File: config.mk
export PLATFORM = sky130hd
export DESIGN_NAME = timer_reg_bank
export DESIGN_NICKNAME = d
export VERILOG_FILES = /design/src/rtl/timer_reg_bank.sv
export SDC_FILE = /design/constraint.sdc
export NUM_CORES = 1
export LEC_CHECK = 0
export ABC_AREA = 0
export ABC_CLOCK_PERIOD_IN_PS = 6380
export CAP_MARGIN = 20
export CORE_MARGIN = 4
export CORE_UTILIZATION = 51
export DETAILED_ROUTE_END_ITERATION = 6
export PLACE_DENSITY = 0.87
export SLEW_MARGIN = 25
export SYNTH_ARGS = -nofsm -noshare
export SYNTH_HDL_FRONTEND = slang
export SYNTH_SLANG_ARGS = --single-unit
File: constraint.sdc
create_clock -name clk -period 6.38 [get_ports clk]
set_clock_uncertainty 0.1 [all_clocks]
set_input_delay 0.957 -clock clk [delete_from_list [all_inputs] [get_ports clk]]
set_output_delay 0.957 -clock clk [all_outputs]
set_load 0.02 [all_outputs]
File: src/rtl/timer_reg_bank.sv
// Multi-lane timer result register: per-lane capture of remaining or raw time,
// borrow flags, sticky expiry alarm with acknowledge, and a registered read port.
module timer_reg_bank #(
  parameter int WIDTH    = 8,
  parameter int CHANNELS = 3,
  parameter int ADDR_W   = 2
) (
  input  logic                      clk,
  input  logic                      reset,
  input  logic                      upd_valid,
  input  logic [1:0]                mode,
  input  logic [CHANNELS-1:0]       hold,
  input  logic [CHANNELS*WIDTH-1:0] in_count_dato,
  input  logic [CHANNELS*WIDTH-1:0] in_rtc_dato,
  input  logic                      exp_ack,
  input  logic [ADDR_W-1:0]         rd_addr,
  output logic [WIDTH-1:0]          out_dato_vga,
  output logic [CHANNELS*WIDTH-1:0] out_regs,
  output logic [CHANNELS-1:0]       borrow,
  output logic                      expired
);

  typedef enum logic [1:0] {
    ST_DISARMED,
    ST_ARMED,
    ST_EXPIRED
  } state_t;

  typedef enum logic [1:0] {
    MODE_WRAP  = 2'b00,
    MODE_PASS  = 2'b01,
    MODE_SAT   = 2'b10,
    MODE_CLEAR = 2'b11
  } mode_t;

  state_t                      r_state;
  state_t                      w_state_next;
  logic [CHANNELS*WIDTH-1:0]   r_regs;
  logic [CHANNELS*WIDTH-1:0]   w_regs_next;
  logic [CHANNELS-1:0]         r_borrow;
  logic [CHANNELS-1:0]         w_borrow_next;
  logic [WIDTH-1:0]            r_dato_vga;
  logic [WIDTH-1:0]            w_rd_data;
  logic                        w_zero;
  logic                        w_clear;
  mode_t                       w_mode;
  logic [WIDTH-1:0]            w_cnt  [CHANNELS];
  logic [WIDTH-1:0]            w_rtc  [CHANNELS];
  logic [WIDTH-1:0]            w_diff [CHANNELS];
  logic [CHANNELS-1:0]         w_lt;

  assign w_mode  = mode_t'(mode);
  assign w_clear = (w_mode == MODE_CLEAR);

  for (genvar g = 0; g < CHANNELS; g++) begin : g_lane
    assign w_cnt[g]  = in_count_dato[g*WIDTH +: WIDTH];
    assign w_rtc[g]  = in_rtc_dato[g*WIDTH +: WIDTH];
    assign w_diff[g] = w_cnt[g] - w_rtc[g];
    assign w_lt[g]   = (w_rtc[g] > w_cnt[g]);
  end

  always_comb begin
    w_regs_next   = r_regs;
    w_borrow_next = r_borrow;
    if (upd_valid) begin
      for (int unsigned i = 0; i < CHANNELS; i++) begin
        if (!hold[i]) begin
          unique case (w_mode)
            MODE_WRAP: begin
              w_regs_next[i*WIDTH +: WIDTH] = w_diff[i];
              w_borrow_next[i]              = w_lt[i];
            end
            MODE_PASS: begin
              w_regs_next[i*WIDTH +: WIDTH] = w_cnt[i];
              w_borrow_next[i]              = 1'b0;
            end
            MODE_SAT: begin
              w_regs_next[i*WIDTH +: WIDTH] = w_lt[i] ? '0 : w_diff[i];
              w_borrow_next[i]              = w_lt[i];
            end
            default: begin
              w_regs_next[i*WIDTH +: WIDTH] = '0;
              w_borrow_next[i]              = 1'b0;
            end
          endcase
        end
      end
    end
  end

  // Z is evaluated on the post-capture values so expiry rises with the zeroed regs
  assign w_zero = (w_regs_next == '0);

  always_comb begin
    w_state_next = r_state;
    unique case (r_state)
      ST_DISARMED: begin
        if (!w_zero) w_state_next = ST_ARMED;
      end
      ST_ARMED: begin
        if (upd_valid && w_zero)
          w_state_next = w_clear ? ST_DISARMED : ST_EXPIRED;
      end
      ST_EXPIRED: begin
        if (exp_ack)
          w_state_next = w_zero ? ST_DISARMED : ST_ARMED;
      end
      default: w_state_next = ST_DISARMED;
    endcase
  end

  always_comb begin
    w_rd_data = '0;
    for (int unsigned i = 0; i < CHANNELS; i++) begin
      if (rd_addr == ADDR_W'(i)) w_rd_data = r_regs[i*WIDTH +: WIDTH];
    end
  end

  always_ff @(posedge clk) begin
    if (reset) begin
      r_regs     <= '0;
      r_borrow   <= '0;
      r_dato_vga <= '0;
      r_state    <= ST_DISARMED;
    end else begin
      r_regs     <= w_regs_next;
      r_borrow   <= w_borrow_next;
      r_dato_vga <= w_rd_data;
      r_state    <= w_state_next;
    end
  end

  assign out_regs     = r_regs;
  assign borrow       = r_borrow;
  assign out_dato_vga = r_dato_vga;
  assign expired      = (r_state == ST_EXPIRED);

endmodule
; ---- Word level (Yosys, flattened, before mapping)
; Cells that the tools add are included.
[totals]
ff_bits = 37
out_inout_bits = 36
[op_classes]
add_sub_neg = 3
n_lt_le_gt_ge = 3
n_eq_ne = 10
mux = 22
n_bitwise = 3
n_reduce_logical = 10
[ops]
columns = cell, n
row1 = 8-bit 2-to-1 mux, 9
row2 = 8-bit case mux with 3 select lines, 3
row3 = 8-bit > comparator, 3
row4 = 24-bit zero test, 1
row5 = 24-bit 2-to-1 mux, 1
row6 = 8-bit subtractor, 3
row7 = "2-bit equality test, second input constant", 4
row8 = 2-bit 2-to-1 mux, 4
row9 = "2-bit by 1-bit equality test with 1-bit output, second input constant", 3
row10 = 2-bit zero test, 3
row11 = "2-bit inequality test, second input constant", 3
row12 = 2-bit case mux with 3 select lines, 1
row13 = 2-bit AND reduction, 3
row14 = 1-bit 2-to-1 mux, 4
row15 = 1-bit NOT, 3
row16 = 3-bit AND reduction, 1
row17 = 2-bit OR reduction, 1
row18 = 1-bit logical AND, 1

; ---- Depth between registers and ports, before layout
[logic_depth]
depth_word = 9
depth_mapped = 11
ltp_nobuf = 11

; ---- Least setup slack after synthesis
; No wires, ideal clock.
[synth_timing]
path_kind = input -> register
startpoint = input port in_count_dato[0]
endpoint = register r_state[0]
setup_time_ns = 0.117
arrival_time_ns = 3.359
slack_ns = 2.805
stages = 11
cell_sequence = inv_1 > ha_1 > fa_1 > nor2b_4 > o31a_4 > a21oi_1 > nor4_1 > or4b_4 > a2111oi_4 > nand4b_1 > a22o_1
[synth_via]
elab_chain_cells = 9
elab_cells_between_ends = 14
[synth_rtl]
columns = item, line_no
row1 = start: declaration, 13  ; input logic [CHANNELS*WIDTH-1:0] in_count_dato,
row2 = 8-bit subtractor or 8-bit > comparator (tied branches), "58, 59"
row3 = 8-bit 2-to-1 mux, 78  ; w_regs_next[i*WIDTH +: WIDTH] = w_lt[i] ? '0 : w_diff[i];
row4 = 8-bit case mux with 3 select lines *, 68  ; unique case (w_mode)
row5 = 8-bit 2-to-1 mux *, 67  ; if (!hold[i]) begin
row6 = 24-bit 2-to-1 mux *, 65  ; if (upd_valid) begin
row7 = 24-bit zero test *, 92  ; assign w_zero = (w_regs_next == '0);
row8 = 1-bit 2-to-1 mux or 1-bit logical AND (tied branches), "106, 101"
row9 = 2-bit 2-to-1 mux or 2-bit inequality test (tied branches), -
row10 = 2-bit case mux with 3 select lines or 3-bit AND reduction (tied branches), -
row11 = end signal: assignment, 129  ; r_state <= w_state_next;
row12 = end: declaration, 36  ; state_t r_state;
; Mark *: on every way between the ends. The rest lies on a longest branch, timed or not. The select of a mux whose other input is x is not followed.
; A chain may end at the register's enable or synchronous reset.

; ---- Worst setup path after layout
; Ends and elaborated chain as after synthesis.

==> out/results.ini <==
[grt]
grt.overflow.total = 0
grt_pass1_vias = 3088
grt_max_degree = 40
grt_use_total = 0.245
antenna_found_initial = 0
grt_pass1_wl_um = 14300

[clock_network]
cts_tree = yes
post_cts_resized = 0
clk_path_buf_depth = 2
cts_buffers = 5
postCtsSetupBuffers = 0
clkSinkCount = 37
clk_latency_ps = 290
hold_buffers = 0
clk_pin_slew_ps = 80
root_buffer = clkbuf_8
cts-htree-levels = 2

[finish]
fin_cells = 529
diodes = 0
areaGrowthSynthToFinish_pct = 38.0
fill_cells = 437
drive_above_1_share = 0.0438
multiInputGateArea_sq_mm = 0.00203
final_area_sq_mm = 0.00406
final_core_util = 0.732
final-seq-area_sq_um = 741
nets = 544

[placement]
portBuffers = 94
dp.cells = 521
place_congestion = 0.937
dpl_cell_area_sq_mm = 0.00394
dpl.hpwl_um = 7110

[power_and_ir_drop]
ir_worst_vdd_v = 0.000108
powerDensity_mw_per_mm2 = 178
power.leakage_nw = 1.65

[logic_synthesis]
yosysTopAreaCell = dfxtp_1
avgSynthCellArea_sq_um = 8.05
synth.distinct_cells = 59
synth_seq_area_share = 0.252
ys_ff_latch = 37
ys_top_cells_by_area = dfxtp_1, ha_1, nor2_1
synth_edf_count = 0
ys.flop_type = dfxtp_1
netlist_instances = 365
async_reset_ff_frac = 0
netlist.area_leader.share = 0.252
synth_nets = 453
netlist_area_sq_mm = 0.00294
yosys_warnings = 0

[timing]
slew_viol_final = 0
min_period_over_period = 0.653
slew_headroom = 0.406
final-setup-viol-count = 0
tightest_slew_ps = 890
rsz0062_at_grt = false
period_needed_ps = 4160
fmax_mhz = 240
hold-worst-slack_ps = 424
hold_viol_final = 0
fin_tns_setup_ps = 0

[worst_setup_path]
endpoint_kind = flip-flop
slowest_delay_ps = 540
critPathMaxFanout = 4
path_delay_family = simple AND/OR/NAND/NOR gates
crit_required_ps = 6470
worstSetupPathType = in -> reg
critPathSlowestCell = or4b_4
worst-path-buf-inv = 2
cp-start-kind = input port
crit_chain = clkdlybuf4s50_1 -> inv_1 -> ha_1 -> fa_1 -> nor2b_4 -> o31a_4 -> a21oi_1 -> nor4_1 -> or4b_4 -> a2111oi_4 -> nand4b_1 -> a22o_1
arrival_ps = 4250

[outcome]
status = completed

[detailed_routing]
ant_nets = 0
routed_wirelength_um = 8860
dr.pass1.iters = 6
drcViolationCount = 0
drt_iter0_drc = 284
post_drt_wl_per_cell_um = 16.8
vias = 3187
routed_via_density = 6.02

[die]
core_sq_mm = 0.00554
die_w_um = 83.9
dieArea_sq_mm = 0.00704
core.rowCount = 27
die_h_um = 83.9
start_util = 0.530
io_pins = 95

[min_path]
hp-class = reg -> reg

[flow_run]
maxCapViolCount = 0

routing by layer:
layer,GRT usage,part of all wire,vias up
met4,0.0614,0.011,0
met3,0.0474,0.061,12
met5,0,0,-
met1,0.298,0.42,1531
li1,-,-,1532
met2,0.439,0.51,112
through the flow:
stage	setup slack (ps)	power (mW)
5_1_grt	2090	0.756
2_1_floorplan	2800	0.414
6_report	2220	0.722
3_5_place_dp	1990	0.508
3_3_place_gp	2070	0.503
4_1_cts	2230	0.721
worst reg2reg max path: stages, from the launching register on:
cell,delay (ps)
dfxtp_1,340
or3_1,370
a21oi_1,240
o311ai_0,190
or3_1,390
a2111oi_4,380
nand4b_1,130
a22o_1,210
cell type report:
type | count | area share
inverters | 35 | 0.0324
repair buffers | 95 | 0.234
flip-flops and latches | 37 | 0.183
multi-input cells | 282 | 0.499
clock inverters | 2 | 0.00925
clock buffers | 6 | 0.0204
well taps | 72 | 0.0222
placed cells by master, fill, tap and decap left out, types with 2 or more instances in the layout:
cell type         n
o21a_1            6
o211ai_1          2
nor3b_1           3
nor3_1           10
nor2b_1           9
a21o_1            3
mux2i_1           9
o21ai_1           3
a222oi_1         15
nor4_1            7
nor2b_4           2
a22oi_1          11
nor2_1           55
xor2_1            3
a22o_1            2
o2111ai_1         3
fa_1              3
nand3_1           5
nand2b_1          9
nand2_1          12
o21ai_0           7
xnor2_1           7
o31a_1            3
o31ai_1           2
dfxtp_1          37
a21oi_1          28
a211oi_1          4
a21oi_2           2
clkbuf_8          6
inv_1            34
a31oi_1           4
ha_1             26
or3_1             3
clkdlybuf4s50_1  94
worst paths after layout:
| kind | start | end | slack [ps] | cells after the start |
|---|---|---|---|---|
| setup / recovery | in_count_dato[0] | r_state[0] | 2220 | 12 |
| hold / removal | borrow[2] | borrow[2] | 420 | 2 |
| setup reg to reg | out_regs[16] | r_state[0] | 3920 | 7 |
| hold reg to reg | borrow[2] | borrow[2] | 420 | 2 |
sequential cells by signal (all words and copies together) (netlist names):
| name | cells |
|---|---|
| out_regs | 24 |
| out_dato_vga | 8 |
| borrow | 3 |
| r_state | 2 |
Yosys cell counts (all sizes together) (3+ instances only):
| master | count |
|---|---|
| nor2 | 55 |
| dfxtp | 37 |
| inv | 35 |
| a21oi | 30 |
| ha | 26 |
| a222oi | 15 |
| nand2 | 12 |
| a22oi | 11 |
| nor2b | 11 |
| clkbuf | 10 |
| nor3 | 10 |
| o21ai | 10 |
| mux2i | 9 |
| nand2b | 9 |
| nor4 | 8 |
| xnor2 | 7 |
| nand3 | 6 |
| o21a | 6 |
| a211oi | 4 |
| a31oi | 4 |
| o31a | 4 |
| a21o | 3 |
| fa | 3 |
| nor3b | 3 |
| o2111ai | 3 |
| or3 | 3 |
| xor2 | 3 |
cell families after synthesis:
group                      share of synthesized area
xor gates and xnor gates                      0.0298
and+or+nand+nor                                0.224
DFF                                            0.252
buffers and inverters                         0.0587
adders and majority gates                      0.131
AOI/OAI and AO/OA                              0.273
muxes                                         0.0307
report_power, final:
group          internal [mW]  switching (mW)
Combinational          0.125           0.129
Sequential             0.241          0.0112
Clock                  0.127          0.0885
Total                  0.493           0.229
No activity file was read; power rests on OpenSTA's default activity.
